File: config.mk
export PLATFORM = sky130hd
export DESIGN_NAME = switch_debounce
export DESIGN_NICKNAME = d
export VERILOG_FILES = /design/src/rtl/switch_debounce.sv
export SDC_FILE = /design/constraint.sdc
export NUM_CORES = 1
export LEC_CHECK = 0
export ABC_AREA = 1
export BUFFER_PORTS_ARGS = -buffer_cell sky130_fd_sc_hd__buf_2
export CORE_MARGIN = 4
export CORE_UTILIZATION = 50
export CTS_CLUSTER_SIZE = 10
export DETAILED_ROUTE_END_ITERATION = 6
export MAX_ROUTING_LAYER = met4
export PLACE_DENSITY = 0.66
export SKIP_CTS_REPAIR_TIMING = 1
export SYNTH_ARGS = -nofsm -noshare
export SYNTH_HDL_FRONTEND = slang
export SYNTH_SLANG_ARGS = --single-unit
File: constraint.sdc
create_clock -name clk -period 2.18 [get_ports clk]
set_input_delay 0.109 -clock clk [delete_from_list [all_inputs] [get_ports clk]]
set_output_delay 0.109 -clock clk [all_outputs]
set_load 0.02 [all_outputs]
File: src/rtl/switch_debounce.sv
// Per-channel switch debouncer: 2-flop synchronizer plus a STABLE/COUNTING FSM per bit.
// Optional edge pulses (rise_pulse/fall_pulse) enabled by SWITCH_DEBOUNCE_EDGE_PULSE_EN.
module switch_debounce #(
  parameter int unsigned      WIDTH           = 8,
  parameter int unsigned      DEBOUNCE_CYCLES = 500000,
  parameter logic [WIDTH-1:0] RESET_VAL       = '0
) (
  input  logic             clk,
  input  logic             reset,
  input  logic [WIDTH-1:0] raw_in,
  output logic [WIDTH-1:0] out_port,
  output logic             change
`ifdef SWITCH_DEBOUNCE_EDGE_PULSE_EN
  ,
  output logic [WIDTH-1:0] rise_pulse,
  output logic [WIDTH-1:0] fall_pulse
`endif
);

  localparam int unsigned      CNT_W   = $clog2(DEBOUNCE_CYCLES);
  localparam logic [CNT_W-1:0] CNT_MAX = CNT_W'(DEBOUNCE_CYCLES - 1);

  typedef enum logic {
    ST_STABLE   = 1'b0,
    ST_COUNTING = 1'b1
  } state_e;

  logic [WIDTH-1:0] s1_q;
  logic [WIDTH-1:0] s2_q;
  state_e           state_q [WIDTH];
  state_e           state_d [WIDTH];
  logic [CNT_W-1:0] cnt_q   [WIDTH];
  logic [CNT_W-1:0] cnt_d   [WIDTH];
  logic [WIDTH-1:0] toggle_c;
  logic [WIDTH-1:0] out_q;
  logic [WIDTH-1:0] out_d;
  logic             change_q;
  logic             change_d;

  // Synchronizer for the asynchronous board levels.
  always_ff @(posedge clk) begin
    if (reset) begin
      s1_q <= RESET_VAL;
      s2_q <= RESET_VAL;
    end else begin
      s1_q <= raw_in;
      s2_q <= s1_q;
    end
  end

  // Per-channel state and counter registers.
  always_ff @(posedge clk) begin
    for (int unsigned i = 0; i < WIDTH; i++) begin
      if (reset) begin
        state_q[i] <= ST_STABLE;
        cnt_q[i]   <= '0;
      end else begin
        state_q[i] <= state_d[i];
        cnt_q[i]   <= cnt_d[i];
      end
    end
  end

  // Next-state logic; toggle_c flags channels whose stable period completes this cycle.
  always_comb begin
    toggle_c = '0;
    for (int unsigned i = 0; i < WIDTH; i++) begin
      state_d[i] = state_q[i];
      cnt_d[i]   = cnt_q[i];
      case (state_q[i])
        ST_STABLE: begin
          if (s2_q[i] != out_q[i]) begin
            state_d[i] = ST_COUNTING;
            cnt_d[i]   = CNT_W'(1);
          end
        end
        ST_COUNTING: begin
          if (s2_q[i] == out_q[i]) begin
            state_d[i] = ST_STABLE;
            cnt_d[i]   = '0;
          end else if (cnt_q[i] == CNT_MAX) begin
            toggle_c[i] = 1'b1;
            state_d[i]  = ST_STABLE;
            cnt_d[i]    = '0;
          end else begin
            cnt_d[i] = cnt_q[i] + CNT_W'(1);
          end
        end
        default: begin
          state_d[i] = ST_STABLE;
          cnt_d[i]   = '0;
        end
      endcase
    end
  end

  assign out_d    = out_q ^ toggle_c;
  assign change_d = |toggle_c;

  always_ff @(posedge clk) begin
    if (reset) begin
      out_q    <= RESET_VAL;
      change_q <= 1'b0;
    end else begin
      out_q    <= out_d;
      change_q <= change_d;
    end
  end

  assign out_port = out_q;
  assign change   = change_q;

`ifdef SWITCH_DEBOUNCE_EDGE_PULSE_EN
  logic [WIDTH-1:0] rise_q;
  logic [WIDTH-1:0] fall_q;

  // Edge direction comes from the pre-toggle level of each channel.
  always_ff @(posedge clk) begin
    if (reset) begin
      rise_q <= '0;
      fall_q <= '0;
    end else begin
      rise_q <= toggle_c & ~out_q;
      fall_q <= toggle_c & out_q;
    end
  end

  assign rise_pulse = rise_q;
  assign fall_pulse = fall_q;
`endif

endmodule

## Word level (Yosys, flattened, before mapping)

Memory sizes are Yosys's and may differ from the RTL's.
Index checks and enable logic that the tools add are counted.
Widths: inputs -> output; s select.

- Bits in read-only memories: 0
- Register bits: 25
- Input port bits: 10
- Memories: 2
- Output and inout port bits: 9
- Bits in latches: 0
- RAM bits: 160

- Bitwise logic cells: 25
- Mux-type cells: 107
- Reductions and logical operators: 1
- Equal/unequal tests: 24
- Add/subtract/negate cells: 8
- Shift-type cells: 0
- Divide/modulo/power cells: 0
- Multipliers: 0
- Magnitude comparators: 0

Memories:

| name | depth | bits a word | rd ports | clocked after Yosys merged registers in | wr ports | line | source |
|---|---|---|---|---|---|---|---|
| cnt_q | 8 | 19 | 8 | 0 | 8 | 32 | `logic [CNT_W-1:0] cnt_q [WIDTH];` |
| state_q | 8 | 1 | 8 | 0 | 8 | 30 | `state_e state_q [WIDTH];` |

Operators with widths:

| cell | number |
|---|---|
| $mux 19 | 32 |
| $pmux 19 s2 | 8 |
| $add 19x1->19 const B | 8 |
| $eq 19x19->1 const B | 8 |
| $mux 1 | 59 |
| $or 1x1->1 | 16 |
| $pmux 1 s2 | 8 |
| $eq 1x1->1 | 8 |
| $ne 1x1->1 | 8 |
| $not 1->1 | 8 |
| $reduce_or 8->1 | 1 |
| $xor 8x8->8 | 1 |

## Logic depth before layout (Yosys ltp)

Gate-level depths: netlist (run 1).

- Depth after elaboration: 5
- Depth in mapped cells: 11
- Gate-level depth less buffers: 11

## Least setup slack after synthesis (run 1)

Ideal clock, no wire load.

- Path kind: register to register
- Start point: mem cnt_q[0][19] (netlist name)
- End point: mem cnt_q[0][32] (netlist name)
- Library setup time: 0.119 ns
- Stages on the path, launching flop included: 10
- Slack: 0.597 ns
- Data arrival time: 1.464 ns
- Data required time: 2.061 ns
- Cell sequence: dfxtp_1 > ha_1 > nand2_1 > nor2_4 > nand2_1 > nor2_4 > a21oi_4 > buf_6 > o21ai_1 > a21oi_1

RTL lines:

| what | line |
|---|---|
| from (decl) | 32 |

==> metrics.md, run 1 <==
| Metric | Value |
|---|---|
| Status | `finished clean` |
| Clock-pin transition on the worst setup and hold timing paths | `70 ps` |
| CTS tree | `built` |
| Crit Path Category | `flop to flop` |
| Remaining DRCs | `0` |
| Row count | `51` |
| Net count reported at finish | `1596` |
| Initial Util | `0.5134` |
| Crit-path max cell delay | `430 ps` |
| Main synth FF type | `dfxtp_1` |
| Synth Instances | `1557` |
| Critical Path, Cell by Cell | `ha_1, nand2_1, nor2_2, inv_1, nor2_2, a21oi_4, o21ai_0, a21oi_1` |
| Post-synthesis cell type count | `46` |
| H-Tree Depth | `4` |
| Layout area overhead | `10.31%` |
| RSZ-0062 raised after global routing | `false` |
| Final WL | `21500 um` |
| P per Cell Area | `618.7 nW/um^2` |
| Grt total ovfl | `0` |
| Detailed Place HPWL | `15200 um` |
| Critical Path AT | `2190 ps` |
| Slew HR | `0.5574` |
| Final GP Congestion | `0.8831` |
| Final worst clock skew | `7.942 ps` |
| Seq cells post-synth | `185` |
| Critical Path End | `cnt_q[0][13]` |
| Sequential area share after synthesis | `0.3659` |
| CP Data Required Time | `2540 ps` |
| Core area | `19720 um^2` |
| Filler cells | `1927` |
| Slew @ Worst Pin | `663.9 ps` |
| Leak | `0.004037 uW` |
| Fmax | `546.8 MHz` |
| TritonRoute pass-1 iters | `5` |
| Syn_nets | `1575` |
| Reg2reg setup slack | `350 ps` |
| Maximum number of pins on one net before global-route repair | `57` |
| Overall routing resource usage | `0.2030` |
| Layout cell share with drive strength beyond 1 | `0.07417` |
| Yosys warns | `0` |
| Total power | `6909 uW` |
| Crit-path slowest cell | `a21oi_4` |
| Peak supply drop | `548.2 uV` |
| Clock root cell | `clkbuf_16` |
| Clk sink count | `185` |
| WL/cell | `11.58 um` |
| Reg2reg start | `cnt_q[0][0]` |
| Most frequent cells in the layout | `nand2_1, dfxtp_1, inv_1, nor2_1, a21oi_1` |
| DIE AREA | `22580 um^2` |
| Crit end category | `flop` |
| Synth Cell Area | `10120 um^2` |
| Worst Path Max Fanout | `17` |
| IO Count | `19` |
| DRT iter0 DRCs | `449` |
| Sw Pwr | `1503 uW` |
| HP Class | `input pin to flop` |
| First-pass GRT wire length | `37850 um` |
| Largest delay share family, worst path | `compound AO/OA/AOI/OAI gates` |
| Max_cap viols | `0` |
| Sum Neg Setup Slack | `0 ps` |
| Max-slew violations | `0` |
| Die Span X | `150.3 um` |
| R2R cell count | `8` |
| Int Pwr | `5406 uW` |
| Crit path depth | `8` |
| Die height | `150.3 um` |
| Fin crit period | `1829 ps` |
| ANT cells | `0` |
| Buffer and inverter count on the worst path | `1` |
| Clock network power share | `0.474` |
| Register share of total power | `0.496` |
| Number of port buffers | `18` |
| FF-to-FF End | `cnt_q[0][13]` |
| CP Launch Point | `cnt_q[0][0]` |
| CP Launch Type | `flop` |
| Final period util | `0.8389` |
| Post-synth EDFFs | `0` |
| Switching share of power | `0.2175` |
| Antenna violations before repair | `0` |
| Final Hold Fails | `0` |
| Clock Path Buffers | `2` |
| Routed Antenna Nets | `0` |
| Vias in the first global route | `8700` |
| Clock latency on the worst-skew pair | `430 ps` |
| Most common cell after layout, fill and taps aside | `nand2_1` |
| Via count | `9474` |
| Clock buffer count from CTS | `17` |
| Final setup fails | `0` |
| Avg Cell Area, Syn | `6.501 um^2` |
| Most Frequent Cell on Critical Path | `nor2_2` |
| Comb pwr share | `0.031` |
| Via density | `5.105` |
| Asr flop ratio synth | `0` |
-- logic make-up after synthesis --
kind of cell	count (synthesis)	share of synthesized area
compound gates	241	0.1314
xor+xnor	40	0.03684
buf+inv	221	0.08751
fa+ha+maj	8	0.009889
flops	185	0.3659
simple gates	862	0.3685
-- power by group through the flow --
stage	logic [uW]	registers, uW	clock network (uW)
after floorplan	138	3500	0
after global placement	205	3500	0
after detailed placement	204	3500	0
after CTS	205	3420	3370
after global routing	239	3420	3480
final	213	3420	3270
-- cell usage after synthesis, types with 8 or more instances --
cell type	instances	share of area
nand3_1	112	0.055
or2_2	10	0.0062
nor2_4	8	0.0089
o21ai_0	62	0.031
dfxtp_1	185	0.37
clkbuf_1	19	0.0070
a21oi_1	142	0.070
inv_1	182	0.067
a21oi_2	8	0.0069
nor2_1	167	0.062
nor2_2	13	0.0080
nor3_1	34	0.017
nand4_1	36	0.022
buf_2	11	0.0054
o21bai_1	8	0.0059
xor2_1	32	0.028
ha_1	8	0.0099
nand2_1	457	0.17
-- state kept, by name, summed over array words and instances (netlist names) --
name and cells:
s2_q 8, change 1, s1_q 8, cnt_q 152
out_port 8, state_q 8
-- routing by layer --
layer | up-vias | global-route usage | routed length [um]
li1 | 5046 | - | -
met1 | 4297 | 0.2556 | 10510
met2 | 108 | 0.3409 | 10150
met3 | 23 | 0.03070 | 607
met4 | 0 | 0.05581 | 231
met5 | - | - | 0
-- worst min-delay path by stage --
| stage | start | slack (ps) | to | cells past startpoint |
|---|---|---|---|---|
| 4_1_cts | raw_in[2] | -140 | s1_q[2] | 3 |
| 3_5_place_dp | raw_in[2] | 320 | s1_q[2] | 3 |
| 6_report | reset | 20 | cnt_q[0][27] | 2 |
| 3_3_place_gp | raw_in[5] | 310 | s1_q[5] | 3 |
| 2_1_floorplan | raw_in[0] | 220 | s1_q[0] | 2 |
| 5_1_grt | reset | 20 | cnt_q[0][56] | 2 |
-- per-stage QoR --
stage,std cells,instance area (um^2),hold slack (ps),utilization,setup slack (ps)
floorplan,1557,10120,216.0,-,597.2
global placement,1816,10450,310.7,0.5301,122.1
detailed placement,1816,10450,315.5,0.5301,89.27
CTS,1848,11080,-143.3,0.5618,62.93
global route,1856,11170,17.65,0.5663,120.2
finish,1856,11170,23.09,0.5663,351.2
-- area by class of cell --
type	count	area [um^2]	share of cell area
clock inverters	13	192.7	0.01726
flip-flops and latches	185	3704	0.3317
well taps	265	331.6	0.02970
inverters	183	686.9	0.06152
clock buffers	19	432.9	0.03877
repair buffers	40	277.8	0.02488
multi-input cells	1151	5540	0.4962
Power figures use the tool's default switching activity.
==> run 2: changes to the inputs <==
- clock period: 2.18 -> 1.7 ns (I/O delays scaled with it)
==> run 2 against run 1 <==
Flip-flop and latch count did not move. Die area is the same. Combinational power rose by 38%. Register-to-register slack lost 250 ps. Clock-buffer cell count decreased by 2. Final cell count grew 2.9%. Critical path depth unchanged. Critical path type unchanged. Largest cell class unchanged.
==> metrics.md, run 2 (synthesis results as in run 1) <==
| Metric | Value |
|---|---|
| Status | `finished clean` |
| Layout cell share with drive strength beyond 1 | `0.1404` |
| Multi-input gate area | `5754 um^2` |
| DP Cell Count | `1862` |
| Layout Cells excl Fill | `1910` |
| Most common cell after layout, fill and taps aside | `nand2_1` |
| Final worst clock skew | `9.219 ps` |
| Most frequent cells in the layout | `nand2_1, inv_1, dfxtp_1, nor2_1, a21oi_1` |
| TritonRoute pass-1 iters | `4` |
| Final setup fails | `0` |
| Overall routing resource usage | `0.2076` |
| Net count reported at finish | `1650` |
| Clk sink count | `185` |
| Largest delay share family, worst path | `simple AND/OR/NAND/NOR gates` |
| Remaining DRCs | `0` |
| Min Hold Slack | `158.1 ps` |
| Max-slew violations | `0` |
| Row count | `51` |
| Via density | `5.077` |
| Clock-pin transition on the worst setup and hold timing paths | `70 ps` |
| RSZ-0062 raised after global routing | `true` |
| Via count | `9697` |
| Crit Path Category | `flop to flop` |
| Critical Path, Cell by Cell | `ha_2, nand2_2, inv_1, nand3_1, nor2_1, nand4_1, nand2_1, a21oi_1` |
| Peak supply drop | `613.0 uV` |
| Grt total ovfl | `0` |
| DRT iter0 DRCs | `520` |
| Largest register FFs | `152` |
| Post-layout util | `0.5971` |
| Total power | `8378 uW` |
| CP Data Required Time | `2000 ps` |
| Clock Path Buffers | `2` |
| Final WL | `22550 um` |
| Layout area overhead | `16.32%` |
| Buffer and inverter count on the worst path | `1` |
| IO Count | `19` |
| Max_cap viols | `0` |
| Clock latency on the worst-skew pair | `440 ps` |
| Crit-path slowest cell | `dfxtp_2` |
| First-pass GRT wire length | `38750 um` |
| H-Tree Depth | `4` |
| Vias in the first global route | `8822` |
| ANT cells | `0` |
| WL/cell | `11.80 um` |
| Final GP Congestion | `0.8773` |
| DIE AREA | `22580 um^2` |
| Worst Path Max Fanout | `5` |
| Detailed Place HPWL | `15410 um` |
| Fmax | `623.5 MHz` |
| Antenna violations before repair | `0` |
| Register cell area after layout | `3726 um^2` |
| Initial Util | `0.5134` |
| Fin worst setup slack | `96.24 ps` |
| Slew HR | `0.6406` |
| Clock buffer count from CTS | `17` |
| Die Span X | `150.3 um` |
| CTS tree | `built` |
| Fin crit period | `1604 ps` |
| Final Hold Fails | `0` |
| Critical Path AT | `1900 ps` |
| Number of port buffers | `18` |
| P per Cell Area | `711.5 nW/um^2` |
| Die height | `150.3 um` |
| Clock root cell | `clkbuf_16` |
| Maximum number of pins on one net before global-route repair | `107` |
| Leak | `0.004325 uW` |
| Crit end category | `flop` |
| Final period util | `0.9434` |
| Core area | `19720 um^2` |
| Slew @ Worst Pin | `539.0 ps` |
| Routed Antenna Nets | `0` |
| Crit-path max cell delay | `350 ps` |
| HP Class | `input pin to flop` |
| Top reg by flops | `cnt_q` |
| CP Launch Type | `flop` |
| Filler cells | `1929` |
| Dpl ws | `-213.8 ps` |
==> run 2: worst min-delay path, delay by kind of cell <==
kind                   cells  cell delay (ps)
buffers and inverters      2              290
AOI/OAI and AO/OA          1               30
and+or+nand+nor            1              120
==> run 2: report_power, final <==
group | switching (uW) | internal, uW
combinational | 197 | 96.7
sequential | 25.2 | 4370
clock | 1790 | 1900
total | 2010 | 6360
==> run 2: area by class of cell <==
cell class	count	area share
Sequential cell	185	0.3165
Multi-Input combinational cell	1152	0.4887
Timing Repair Buffer	92	0.06100
Inverter	183	0.05866
Clock inverter	15	0.01020
Tap cell	265	0.02816
Timing Repair inverter	1	0.0006376
Clock buffer	17	0.03613
==> run 2: metrics by stage <==
step                area (um^2)  TNS, ps
finish                    11770        0
global placement          10840    -1707
floorplan                 10120        0
CTS                       11380    -3346
global route              11770   -71.15
detailed placement        10840    -2533
==> run 2: routing by layer <==
metal	routed length [um]	vias to the layer above	share of wire	global-route usage
li1	-	5165	-	-
met1	11080	4405	0.49	0.2647
met2	10620	108	0.47	0.3380
met3	556	19	0.025	0.03733
met4	281	0	0.012	0.06176
met5	0	-	0	-
==> run 2: final timing paths <==
path | endpoint | cells after the start | slack (ps) | startpoint
min | cnt_q[1][53] | 4 | 160 | reset
min reg2reg | s2_q[5] | 2 | 400 | s1_q[5]
max reg2reg | cnt_q[1][35] | 8 | 100 | cnt_q[1][19]
max | cnt_q[1][35] | 8 | 100 | cnt_q[1][19]
==> run 3: changes to the inputs <==
--- a/config.mk
+++ b/config.mk
@@ -9,3 +9,2 @@
 export BUFFER_PORTS_ARGS = -buffer_cell sky130_fd_sc_hd__buf_2
-export CORE_MARGIN = 4
 export CORE_UTILIZATION = 50
==> constraint.sdc (replaced) <==
create_clock -name clk -period 1.7 [get_ports clk]
set_input_delay 0.17 -clock clk [delete_from_list [all_inputs] [get_ports clk]]
set_output_delay 0.17 -clock clk [all_outputs]
set_load 0.02 [all_outputs]
==> run 3 against run 2 <==
Maximum frequency is 1.6% lower. First-iteration DRC count shrank 0.77%. Total power grew 3.1%. Via count fell by 0.30%. Sequential power about the same. Global-route usage up 1.9 points. Cell area grew 0.22%. Sequential share of layout area shrank 0.16 points. Die area fell by 7.8%. Wire length is essentially flat. Combinational power barely moved. Critical path depth fell by 1.
==> metrics.md, run 3 (synthesis results as in run 1) <==
| Metric | Value |
|---|---|
| Area after DPL | `10850 um^2` |
| H-Tree Depth | `4` |
| Die Span X | `144.3 um` |
| Die height | `144.3 um` |
| Critical Path, Cell by Cell | `nand3_1, nor3_2, nand3_2, nand2_4, clkinvlp_4, nand3b_1, a21oi_1` |
| Clock latency on the worst-skew pair | `430 ps` |
| Final WL | `22550 um` |
| First-pass GRT wire length | `37680 um` |
| DRT iter0 DRCs | `516` |
| CP Data Required Time | `2000 ps` |
| IO Count | `19` |
| Layout cell share with drive strength beyond 1 | `0.1342` |
| CP Launch Type | `flop` |
| ANT cells | `0` |
| Comb pwr share | `0.034` |
| Fin worst setup slack | `70.64 ps` |
| Peak supply drop | `601.1 uV` |
| Register share of total power | `0.508` |
| Final setup fails | `0` |
| Buffer and inverter count on the worst path | `1` |
| Clock Path Buffers | `2` |
| Final instance area | `11800 um^2` |
| Max_cap viols | `0` |
| WL/cell | `11.80 um` |
| Top reg by flops | `cnt_q` |
| Initial Util | `0.5150` |
| Fin crit period | `1629 ps` |
| Clock buffer count from CTS | `17` |
| Via count | `9668` |
| Routed Antenna Nets | `0` |
| Slew @ Worst Pin | `511.0 ps` |
| TritonRoute pass-1 iters | `5` |
| RSZ-0062 raised after global routing | `true` |
| Leak | `0.004373 uW` |
| DIE AREA | `20820 um^2` |
| Detailed Place HPWL | `15090 um` |
| Layout area overhead | `16.58%` |
| Crit Path Category | `flop to flop` |
| Switching share of power | `0.2360` |
| Maximum number of pins on one net before global-route repair | `97` |
| Clock-pin transition on the worst setup and hold timing paths | `70 ps` |
| Via density | `5.056` |
| Final worst clock skew | `13.54 ps` |
| Clk sink count | `185` |
| Worst Path Max Fanout | `7` |
| Grt total ovfl | `0` |
| Clock network power share | `0.458` |
| Slew HR | `0.6567` |
| Max-slew violations | `0` |
| Remaining DRCs | `0` |
| Largest register FFs | `152` |
| Crit end category | `flop` |
| Fmax | `613.7 MHz` |
| Largest delay share family, worst path | `simple AND/OR/NAND/NOR gates` |
| Crit-path max cell delay | `410 ps` |
| Critical Path AT | `1930 ps` |
| Vias in the first global route | `8641` |
| Antenna violations before repair | `0` |
| Overall routing resource usage | `0.2271` |
| Net count reported at finish | `1652` |
| Int Pwr | `6600 uW` |
| Core area | `19650 um^2` |
| Row count | `51` |
| Final GP Congestion | `0.8345` |
| Most common cell after layout, fill and taps aside | `nand2_1` |
| HP Class | `input pin to flop` |
| Sw Pwr | `2039 uW` |
| Clock root cell | `clkbuf_16` |
| Dpl ws | `-196.9 ps` |
| Status | `finished clean` |
| Most frequent cells in the layout | `nand2_1, inv_1, dfxtp_1, nor2_1, a21oi_1` |
| Final period util | `0.9584` |
| P per Cell Area | `732.2 nW/um^2` |
| Final Hold Fails | `0` |
| Number of port buffers | `18` |
| Filler cells | `1914` |
| Crit-path slowest cell | `dfxtp_1` |
| CTS tree | `built` |
run 3: cell count changes in the layout (fill, tap and decap cells not counted), sizes merged:
cell,delta
buf,+2
bufinv,+1
inv,+2
clkinv,-6
clkbuf,+2
clkinvlp,+1
run 3: power groups by stage:
| stage | clock, uW | combinational [uW] | sequential [uW] |
|---|---|---|---|
| 5_1_grt | 4220 | 327 | 4390 |
| 2_1_floorplan | 0 | 177 | 4480 |
| 3_5_place_dp | 0 | 280 | 4490 |
| 4_1_cts | 4050 | 281 | 4390 |
| 6_report | 3960 | 293 | 4390 |
| 3_3_place_gp | 0 | 279 | 4490 |
run 3: cell type report:
cell class | instances | area, um^2 | share of cell area
Tap cell | 265 | 331.6 | 0.02810
Sequential cell | 185 | 3716 | 0.3149
Clock buffer | 19 | 452.9 | 0.03838
Inverter | 183 | 693.2 | 0.05874
Timing Repair Buffer | 94 | 745.7 | 0.06320
Timing Repair inverter | 1 | 7.507 | 0.0006362
Clock inverter | 13 | 130.1 | 0.01103
Multi-Input combinational cell | 1152 | 5723 | 0.4850
run 3: per-stage QoR:
step | utilization | instances | hold WS [ps] | total power, uW | setup TNS (ps)
2_1_floorplan | - | 1557 | 277.0 | 4661 | 0
3_3_place_gp | 0.5522 | 1861 | 371.9 | 4765 | -1760
3_5_place_dp | 0.5522 | 1861 | 378.4 | 4768 | -2463
4_1_cts | 0.5819 | 1893 | -73.75 | 8722 | -3242
5_1_grt | 0.6004 | 1912 | 98.19 | 8941 | -319.7
6_report | 0.6004 | 1912 | 79.20 | 8639 | 0
run 3: path summary, 6_finish.rpt:
check	from	to	slack, ps	cells past startpoint
max	cnt_q[1][32]	cnt_q[1][25]	70	7
min reg2reg	s1_q[5]	s2_q[5]	400	2
max reg2reg	cnt_q[1][32]	cnt_q[1][25]	70	7
min	reset	cnt_q[0][51]	80	4
run 3: metal layers:
metal | vias to the layer above | routed length [um] | GRT usage
met5 | - | 0 | -
met4 | 0 | 245 | 0.06427
met3 | 21 | 536 | 0.03311
met2 | 113 | 10710 | 0.3778
met1 | 4362 | 11070 | 0.2857
li1 | 5172 | - | -
run 3: worst register-to-register path: cells and delay by family (launching register included):
| family | cells | cell delay [ps] |
|---|---|---|
| simple gates | 5 | 850 |
| flops | 1 | 410 |
| buf+inv | 1 | 190 |
| compound gates | 1 | 60 |
